## config.mk

```make
export PLATFORM = sky130hd
export DESIGN_NAME = serial_word_tx
export DESIGN_NICKNAME = d
export VERILOG_FILES = /design/src/rtl/serial_pkg.sv /design/src/rtl/serial_bit_counter.sv /design/src/rtl/serial_word_tx.sv
export SDC_FILE = /design/constraint.sdc
export NUM_CORES = 1
export LEC_CHECK = 0
export ABC_AREA = 1
export CORE_AREA = 2 2 43 45
export CTS_CLUSTER_DIAMETER = 100
export DETAILED_ROUTE_END_ITERATION = 8
export DIE_AREA = 0 0 45 47
export HOLD_SLACK_MARGIN = 0.03
export PLACE_DENSITY = 0.79
export RECOVER_POWER = 50
export SETUP_SLACK_MARGIN = 0.5
export SLEW_MARGIN = 10
export SYNTH_ARGS = -nofsm -noshare
export SYNTH_HDL_FRONTEND = slang
export SYNTH_SLANG_ARGS = --single-unit
```

## constraint.sdc

```tcl
create_clock -name clk -period 2.74 [get_ports clk]
set_input_delay 0.685 -clock clk [delete_from_list [all_inputs] [get_ports clk]]
set_output_delay 0.685 -clock clk [all_outputs]
set_load 0.03 [all_outputs]
```

## src/rtl/serial_pkg.sv

```systemverilog
// Shared definitions for the bit-serial LSB-first datapath.
// Holds the transmitter state encoding and the default word length used by
// both the word transmitter and the complementer-side receivers.
package serial_pkg;

  localparam int SERIAL_WIDTH = 8;

  typedef enum logic [1:0] {
    ST_IDLE  = 2'd0,
    ST_CLR   = 2'd1,
    ST_SHIFT = 2'd2
  } tx_state_t;

endpackage

```

## src/rtl/serial_bit_counter.sv

```systemverilog
// Bit-position counter for serial words.
// Counts up while en is high and stops at WIDTH-1 (never wraps); clr forces
// it back to zero and takes priority over en.
// Ports:
//   clk   - rising-edge clock
//   clr   - synchronous clear
//   en    - advance one bit position
//   last  - count has reached WIDTH-1
import serial_pkg::*;

module serial_bit_counter #(
  parameter int WIDTH = SERIAL_WIDTH
) (
  input  logic clk,
  input  logic clr,
  input  logic en,
  output logic last
);

  localparam int CNT_W = $clog2(WIDTH);

  logic [CNT_W-1:0] count;

  always_ff @(posedge clk) begin
    if (clr) begin
      count <= '0;
    end else if (en && !last) begin
      count <= count + 1'b1;
    end
  end

  assign last = (count == CNT_W'(WIDTH - 1));

endmodule

```

## src/rtl/serial_word_tx.sv

```systemverilog
// Parallel-to-serial word transmitter, LSB first.
// Accepts one WIDTH-bit word over valid/ready, spends one CLR cycle with
// frm_clr high so the downstream serial FSM restarts, then shifts out WIDTH
// bits. A new word may be accepted on the last bit for back-to-back frames.
// Ports:
//   clk, reset           - clock, synchronous active-high reset
//   din, din_valid       - parallel word and its valid
//   din_ready            - word accepted this cycle when din_valid is high
//   seqout, seq_valid    - serial data bit and its qualifier
//   last                 - current bit is the MSB
//   frm_clr              - frame clear for the downstream serial FSM
//   busy                 - a word is in flight
import serial_pkg::*;

module serial_word_tx #(
  parameter int WIDTH = SERIAL_WIDTH
) (
  input  logic             clk,
  input  logic             reset,
  input  logic [WIDTH-1:0] din,
  input  logic             din_valid,
  output logic             din_ready,
  output logic             seqout,
  output logic             seq_valid,
  output logic             last,
  output logic             frm_clr,
  output logic             busy
);

  tx_state_t        state;
  tx_state_t        state_nxt;
  logic [WIDTH-1:0] sreg;
  logic             cnt_last;
  logic             xfer;
  logic             in_shift;

  assign in_shift = (state == ST_SHIFT);
  assign xfer     = din_valid & din_ready;

  // Counter sits at zero outside SHIFT, so bit 0 always starts from a clean count.
  serial_bit_counter #(
    .WIDTH(WIDTH)
  ) u_bit_counter (
    .clk  (clk),
    .clr  (reset | ~in_shift),
    .en   (in_shift),
    .last (cnt_last)
  );

  always_ff @(posedge clk) begin
    if (reset) begin
      state <= ST_IDLE;
    end else begin
      state <= state_nxt;
    end
  end

  // din_ready depends only on state, counter and reset, never on din_valid.
  always_comb begin
    din_ready = 1'b0;
    state_nxt = state;
    unique case (state)
      ST_IDLE: begin
        din_ready = ~reset;
      end
      ST_CLR: begin
        state_nxt = ST_SHIFT;
      end
      ST_SHIFT: begin
        din_ready = ~reset & cnt_last;
        if (cnt_last) begin
          state_nxt = ST_IDLE;
        end
      end
      default: begin
        state_nxt = ST_IDLE;
      end
    endcase
    if (din_valid && din_ready) begin
      state_nxt = ST_CLR;
    end
  end

  always_ff @(posedge clk) begin
    if (reset) begin
      sreg <= '0;
    end else if (xfer) begin
      sreg <= din;
    end else if (in_shift) begin
      sreg <= sreg >> 1;
    end
  end

  assign seq_valid = in_shift;
  assign seqout    = in_shift & sreg[0];
  assign last      = in_shift & cnt_last;
  assign frm_clr   = ~in_shift;
  assign busy      = (state != ST_IDLE);

endmodule

```

==> summary.txt <==
I/O pin cnt: 17
Clock-pin slew on the worst setup and hold paths: 80 ps
Worst R2R Start: u_bit_counter.count[0]$_SDFFE_PP0P_
Worst-Skew Late Latency: 270 ps
Slew at the pin closest to its max-slew limit: 582 ps
Fin. Hold Viols: 0
RR Endpoint: sreg[7]$_SDFFE_PP0P_
Peak supply drop: 0.000223 V
Final Max Slew Viols: 0
Placed Area: 881 um2
Clock Root Buffer: clkbuf_4
Average size of a mapped cell: 7.29 um2
Num rows: 15
Pin count of the biggest net entering global routing: 17
Cells after DPL: 129
Hold_ws: 490 ps
Count of cell types in the netlist: 22
Die width: 45 um
Chip height: 47 um
Core area: 1650 um2
GRT Total Usage: 15.0%
Total gr overflow: 0
Yosys warnings: 0
Final period utilization: 78.9%
Worst-case clock skew: 0.585 ps
Max clock buf depth: 2
Clk sinks: 13
DR iter-0 viols: 12
CTS Hold Buffers Added: 0
Place WS: 389 ps
Pwr Total: 0.414 mW
Drt drc: 0
CP Launch Type: register
P per Cell Area: 463 nW/um2
#FFs+latches synth: 13
Hold path cells: 2
Share of cells above drive strength 1: 16.2%
Worst setup path category: register to output port
Relative slew slack: 61.1%
GP Congestion: 0.813
Antenna Violating Nets Remaining: 0
Required time worst endpoint: 2060 ps
Ant diodes: 0
Total CTS buffers: 3
Design Area, Final: 895 um2
Finished Core Util: 54.2%
Via density: 4.99
Drt pass-1 iters: 4
FILL cells: 166
CTS tree: done
Vias in the first global route: 565
Hold crit path type: register to register
Die ar.: 2120 um2
Fmax achieved: 463 MHz
Post-Syn Area: 714 um2
Hold_sp: sreg[4]$_SDFFE_PP0P_
Non-Filler Instances: 134
Worst R2R Setup Slack: 850 ps
RSZ-0062 raised after global routing: yes
Cell depth of the worst flop-to-flop path: 8
Crit path DAT: 1480 ps
Post-Synthesis Cells: 98
Net count, final: 131
Worst-path fanout max: 5
Leak: 0.441 nW
Tmin final: 2160 ps
Post-synthesis sequential area ratio: 36.4%
TNS Setup: 0 ps
Status: completed
H-tree levels: 1
Global-route wire length before repair: 2260 um
Dpl hpwl: 1050 um
Final setup fails: 0
Maxcap violations: 0
Worst hold endpoint: sreg[4]$_SDFFE_PP0P_
Final WS setup: 578 ps
P&R area growth vs syn: 25.2%
Routed len/inst: 10.5 um
Synth Net Count: 111
Vias: 669
Routed WL: 1410 um
Initial antenna violation count: 0
Starting Density: 43.3%
PortBufs: 16
Critical Path Sink Type: output port
## cells in the mapped netlist
master | number | share of area, %
ha_1 | 2 | 3.5
a21oi_1 | 9 | 6.3
nor3_2 | 1 | 1.4
nand3_1 | 8 | 5.6
xor2_1 | 1 | 1.2
nand2_1 | 24 | 13
nand2_4 | 1 | 1.6
dfxtp_1 | 13 | 36
o21a_1 | 1 | 1.1
buf_4 | 1 | 1.1
nor2_4 | 2 | 3.2
buf_2 | 1 | 0.70
nor2_1 | 3 | 1.6
buf_6 | 1 | 1.6
clkbuf_1 | 1 | 0.52
nand2_2 | 2 | 1.8
or2_2 | 1 | 0.88
inv_2 | 1 | 0.52
nand3_4 | 1 | 2.5
o211ai_1 | 2 | 2.1
nand4_1 | 7 | 6.1
inv_1 | 15 | 7.9
## cell families (layout without fill, tap and decap cells)
group	after synthesis	after routing	share of synthesized area (%)
DFF	13	13	36.4
AOI/OAI and AO/OA	12	12	9.46
buffers and inverters	20	39	12.3
and+or+nand+nor	50	50	37.1
xor gates and xnor gates	1	1	1.23
adders and majority gates	2	2	3.50
## registers in the layout, indices dropped and copies added, names as in the netlist
signal,cells
state,2
u_bit_counter.count,3
sreg,8
## final cells by class
| class | instances | area, um2 | share of cell area [%] |
|---|---|---|---|
| clock buffer | 3 | 22.5 | 2.52 |
| inverter | 16 | 60.1 | 6.71 |
| tap | 17 | 21.3 | 2.38 |
| clock inverter | 1 | 5.00 | 0.559 |
| timing repair buffer | 19 | 171 | 19.2 |
| sequential | 13 | 260 | 29.1 |
| multi-input combinational | 65 | 354 | 39.6 |
## repair_timing
action / in CTS / in global routing
gates resized for setup: 7 / 6
setup endpoints to repair: 5 / 3
buffers inserted: 1 / 0
pin swaps: 1 / 0
## cells in the final DEF, fill, tap and decap left out
cell and instances:
dlymetal6s2s_1 1, clkdlybuf4s15_2 1, a21oi_1 9, o211ai_1 2, nor2_4 2, or2_2 1, nand2_2 2, clkdlybuf4s50_1 8
clkbuf_2 2, inv_2 1, dlygate4sd3_1 1, nor3_2 1, nor2_1 3, clkinv_2 1, nand4_1 7, xor2_1 1
clkbuf_4 3, nand2_1 24, ha_1 2, o21a_1 1, dfxtp_1 13, buf_4 4, nand2_4 1, dlygate4sd2_1 2
nand3_1 9, inv_1 15
## critical path, cell delays in order (launching register included)
cell and delay, ps:
dfxtp_1 360, ha_1 160, ha_1 250, inv_1 130, nor2_1 110, clkbuf_2 210
## worst max path at each step
stage                                             start   end  slack, ps  cells after the start
floorplan                         state[1]$_SDFFE_PP0P_  last        600                      5
global placement    u_bit_counter.count[0]$_SDFFE_PP0P_  last        460                      5
detailed placement  u_bit_counter.count[0]$_SDFFE_PP0P_  last        390                      5
CTS                 u_bit_counter.count[0]$_SDFFE_PP0P_  last        350                      5
global route        u_bit_counter.count[0]$_SDFFE_PP0P_  last        410                      5
finish              u_bit_counter.count[0]$_SDFFE_PP0P_  last        580                      5
## routing by layer
layer  global-route usage (%)  vias up  share of wire (%)
met2                     25.1       16                 48
met5                        0        -                  0
met3                     4.23        2                5.9
met1                     17.8      297                 45
met4                     7.06        0               0.85
li1                         -      354                  -
## power breakdown
group          leakage (nW)  switching (mW)  internal [mW]
clock                0.0177          0.0615         0.0540
sequential            0.106         0.00837          0.200
combinational         0.317          0.0506         0.0389
(Power assumes the default switching activity.)
==> RTL edit 1 (same flow settings) <==
The package constant `SERIAL_WIDTH` goes from 8 to 4.
--- a/src/rtl/serial_pkg.sv
+++ b/src/rtl/serial_pkg.sv
@@ -5,3 +5,3 @@
 
-  localparam int SERIAL_WIDTH = 8;
+  localparam int SERIAL_WIDTH = 4;
 
Ports: changed (resized din); port bits go from 17 to 13. The function was not compared with the original's and may differ.
==> RTL edit 1 against the original RTL <==
  * Combinational power is 33% lower
  * Sequential cell count is 5 lower
  * Setup slack worse by 0.0070 ns
  * Routed wire length is 36% lower
  * Non-clock buffer count is 5 lower
  * Total power is 33% lower
  * Area after synthesis is 39% lower
  * Critical path depth is 2 lower
  * Maximum frequency is 0.32% lower
  * Count of clock-buffer cells in the layout stayed put
  * Cell area is 34% lower
==> RTL edit 1: results (changes against the original RTL) <==
| Metric | Value |
|---|---|
| Status | `complete, no violations (unchanged)` |
| Largest registers | `sreg (4), state (2), u_bit_counter.count (2) (was sreg (8), u_bit_counter.count (3), state (2))` |
| Gr usage total | `11.0% (was 15.0%)` |
| Sequential area share after synthesis | `36.6% (was 36.4%)` |
| Clock slew at reported path FFs | `0.05 ns (was 0.08 ns)` |
| Detailed Place HPWL | `684 µm (was 1.05 mm)` |
| Share of cells above drive strength 1 | `17.3% (was 16.2%)` |
| Insertion delay to the later sink of the worst-skew pair | `0.25 ns (was 0.27 ns)` |
| Worst reg2reg path endpoint | `sreg[3] (was sreg[7])` |
| Vias in the first global route | `357 (was 565)` |
| Hold Path End | `sreg[3] (was sreg[4])` |
| Clock skew | `0.00410 ns (was 0.000585 ns)` |
| Placed Cells | `88 (was 129)` |
| Synth unique cells | `18 (was 22)` |
| Top Family by Delay on Critical Path | `buffers and inverters (was adder cells)` |
| Worst Path Max Fanout | `3 (was 5)` |
| Hold Crit Start | `sreg[3] (was sreg[4])` |
| R2R depth | `7 (was 8)` |
| Final cell count without fillers | `92 (was 134)` |
| Nets | `85 (was 131)` |
| Crit-path max cell delay | `0.66 ns (was 0.36 ns)` |
| Synthesized Nets | `66 (was 111)` |
| Largest net degree at the start of global routing | `10 (was 17)` |
| CP max-delay cell | `clkdlybuf4s50_1 (was dfxtp_1)` |
| Top cells by area, synth | `dfxtp_1 (37%), nand2_1 (9.4%), inv_1 (8.6%), a21oi_1 (5.7%), nand3_1 (4.6%) (was dfxtp_1 (36%), nand2_1 (13%), inv_1 (7.9%), a21oi_1 (6.3%), nand4_1 (6.1%))` |
| Starting DRC count in detailed routing | `8 (was 12)` |
| Maximum vdd drop | `0.219 mV (was 0.223 mV)` |
| Worst slew margin | `79.8% (was 61.1%)` |
| Wire per inst | `9.86 µm (was 10.5 µm)` |
| Global-route wire length before repair | `1.59 mm (was 2.26 mm)` |
| Adder-Cell Fraction of Synth Area | `2.86% (was 3.50%)` |
| Post-synthesis cell count | `58 (was 98)` |
## RTL edit 1: worst max-delay path by stage
stage / endpoint / startpoint / slack (ns) / cells past startpoint
finish: busy / state[0] / 0.57 / 3
global route: busy / state[0] / 0.50 / 3
CTS: busy / state[0] / 0.56 / 3
detailed placement: din_ready / reset / 0.40 / 4
global placement: din_ready / reset / 0.42 / 4
floorplan: din_ready / reset / 0.93 / 2
## RTL edit 1: layout make-up
class | instances | area [µm²]
Clock buffer | 3 | 22.5
Timing Repair Buffer | 14 | 123
Sequential cell | 8 | 160
Inverter | 12 | 48.8
Multi-Input combinational cell | 38 | 213
Fill cell | 177 | 1060
Tap cell | 17 | 21.3
## RTL edit 1: cell families after synthesis
family | after synthesis
and+or+nand+nor | 28
buffers and inverters | 12
AOI/OAI and AO/OA | 8
DFF | 8
xor gates and xnor gates | 1
adders and majority gates | 1
## RTL edit 1: what timing repair did
| item | in CTS | in global routing |
|---|---|---|
| resized for setup | 5 | 0 |
| endpoints found under the setup margin | 5 | 0 |
| buffers inserted | 1 | 0 |
## RTL edit 1: stage by stage
step                power [µW]  area, µm²  worst slack (ns)  hold WS, ns
global placement           193        584             0.421        0.468
detailed placement         195        584             0.404        0.473
CTS                        286        608             0.559        0.481
global route               293        588             0.504        0.510
finish                     277        588             0.571        0.483
floorplan                  168        438             0.934        0.453
## RTL edit 1: worst min-delay path: cells and delay by family, from the launching register on
kind | cells | cell delay (ns)
and+or+nand+nor | 1 | 0.07
DFF | 1 | 0.31
AOI/OAI and AO/OA | 1 | 0.06
## RTL edit 1: metal layers
layer	track usage, %	wire, µm
met4	12.4	42
met3	1.54	71
met1	13.4	432
met5	0	0
met2	15.7	361
## RTL edit 1: power breakdown
group	internal [µW]	total (µW)	switching (µW)
clock network	50.0	88.5	38.5
registers	123	128	4.94
logic	25.4	60.0	34.6
total	199	277	78.1
==> RTL edit 2 (same settings) <==
Made on the original files. Encoding of `tx_state_t`: now one-hot (3 bits for 3 states).
--- a/src/rtl/serial_pkg.sv
+++ b/src/rtl/serial_pkg.sv
@@ -7,6 +7,6 @@
 
-  typedef enum logic [1:0] {
-    ST_IDLE  = 2'd0,
-    ST_CLR   = 2'd1,
-    ST_SHIFT = 2'd2
+  typedef enum logic [2:0] {
+    ST_IDLE  = 3'b001,
+    ST_CLR   = 3'b010,
+    ST_SHIFT = 3'b100
   } tx_state_t;
Function: no difference found for any inputs over 10 cycles, from zero or initial values and one cycle with reset high; not proved beyond that.
==> RTL edit 2 against the original RTL <==
  * Area after synthesis grew 3.5%
  * Sequential cell count grew 1
  * Maximum frequency shrank 2.8%
  * Sequential share of layout area grew 1.8 points
  * Sequential power grew 6%
  * Cell area grew 1.5%
  * Total power grew 5.8%
  * Setup slack lost 0.063 ns
  * Routed wire length grew 3.3%
  * Count of clock-buffer cells in the layout grew 1
  * Via count grew 3.1%
  * Largest cell class unchanged
  * Highest routed layer unchanged
==> RTL edit 2: results (changes against the original RTL) <==
| Metric | Value |
|---|---|
| Adder-Cell Fraction of Synth Area | `3.38% (was 3.50%)` |
| Clock skew | `0.00253 ns (was 0.000585 ns)` |
| Status | `complete, no violations (unchanged)` |
| Detailed Place HPWL | `990 µm (was 1.05 mm)` |
| Share of cells above drive strength 1 | `12.2% (was 16.2%)` |
| Vias in the first global route | `614 (was 565)` |
| Gr usage total | `15.8% (was 15.0%)` |
| Wire per inst | `10.4 µm (was 10.5 µm)` |
| Commonest cells in the netlist | `nand2_1 (25), nand3_1 (16), dfxtp_1 (14) (was nand2_1 (24), inv_1 (15), dfxtp_1 (13))` |
| Global-route wire length before repair | `2.42 mm (was 2.26 mm)` |
| Crit path DAT | `1.54 ns (was 1.48 ns)` |
| Top cells by area, synth | `dfxtp_1 (38%), nand2_1 (13%), nand3_1 (11%), inv_1 (6.6%), a21oi_1 (5.4%) (was dfxtp_1 (36%), nand2_1 (13%), inv_1 (7.9%), a21oi_1 (6.3%), nand4_1 (6.1%))` |
| Compound-Gate Fraction of Synth Area | `8.29% (was 9.46%)` |
| RD Place Congestion | `0.761 (was 0.813)` |
| Largest net degree at the start of global routing | `18 (was 17)` |
| Starting DRC count in detailed routing | `5 (was 12)` |
| Nets | `137 (was 131)` |
| Vias per inst | `4.93 (was 4.99)` |
| Synth Area in XOR/XNOR | `1.18% (was 1.23%)` |
| Largest registers | `sreg (8), state (3), u_bit_counter.count (3) (was sreg (8), u_bit_counter.count (3), state (2))` |
| Leakage power | `0.000449 µW (was 0.000441 µW)` |
| Sequential area share after synthesis | `37.9% (was 36.4%)` |
| Fillers | `183 (was 166)` |
| Synthesized Nets | `118 (was 111)` |
| Worst slew margin | `63.0% (was 61.1%)` |
| Maximum vdd drop | `0.357 mV (was 0.223 mV)` |
| Root buffer cell | `clkbuf_4 (unchanged)` |
| Synth unique cells | `21 (was 22)` |
[RTL edit 2: critical path: cells and delay by family, from the launching register on]
family | cells | cell delay [ns]
flip-flops | 1 | 0.36
buffers and inverters | 2 | 0.25
AND/OR/NAND/NOR | 3 | 0.33
adder cells (fa/ha/maj) | 2 | 0.34
[RTL edit 2: cell type report]
type	count	share of cell area [%]
Multi-Input combinational cell	71	38.8
Sequential cell	14	30.9
Inverter	15	6.20
Clock buffer	4	3.99
Timing Repair Buffer	19	17.8
Tap cell	17	2.34
[RTL edit 2: final timing paths]
| check | startpoint | endpoint | slack [ns] | cells past startpoint |
|---|---|---|---|---|
| max | u_bit_counter.count[0] | din_ready | 0.52 | 7 |
| min | sreg[7] | sreg[7] | 0.49 | 2 |
| max reg2reg | u_bit_counter.count[0] | sreg[7] | 0.58 | 11 |
| min reg2reg | sreg[7] | sreg[7] | 0.49 | 2 |
[RTL edit 2: cell families after synthesis]
logic type	Yosys count
AOI/OAI and AO/OA	11
xor gates and xnor gates	1
adders and majority gates	2
buffers and inverters	20
DFF	14
and+or+nand+nor	57
[RTL edit 2: repair_timing]
item / CTS / global route
endpoints found under the hold margin: 0 / 0
buffers inserted: 1 / 0
endpoints found under the setup margin: 5 / 5
resized for setup: 8 / 8
pin swaps: 1 / 0
[RTL edit 2: metal layers]
layer | wire [µm] | track usage (%) | vias to the layer above
met1 | 629 | 19.7 | 301
met3 | 84 | 2.31 | 2
met5 | 0 | 0 | -
met4 | 12 | 10.6 | 0
li1 | - | - | 369
met2 | 732 | 25.4 | 18
[RTL edit 2: report_power, final]
group          internal, µW  switching [µW]
clock                  80.8            66.6
combinational          32.1            37.9
sequential              214            6.32
total                   327             111
[RTL edit 2: through the flow]
step,power (µW),util [%],cells,worst slack (ns),hold WS (ns)
after global placement,296,54.5,135,0.401,0.456
after floorplan,272,-,105,0.835,0.443
final,438,55.0,140,0.515,0.486
after global routing,461,55.0,140,0.329,0.509
after detailed placement,297,54.5,135,0.396,0.475
after CTS,448,57.3,140,0.489,0.487
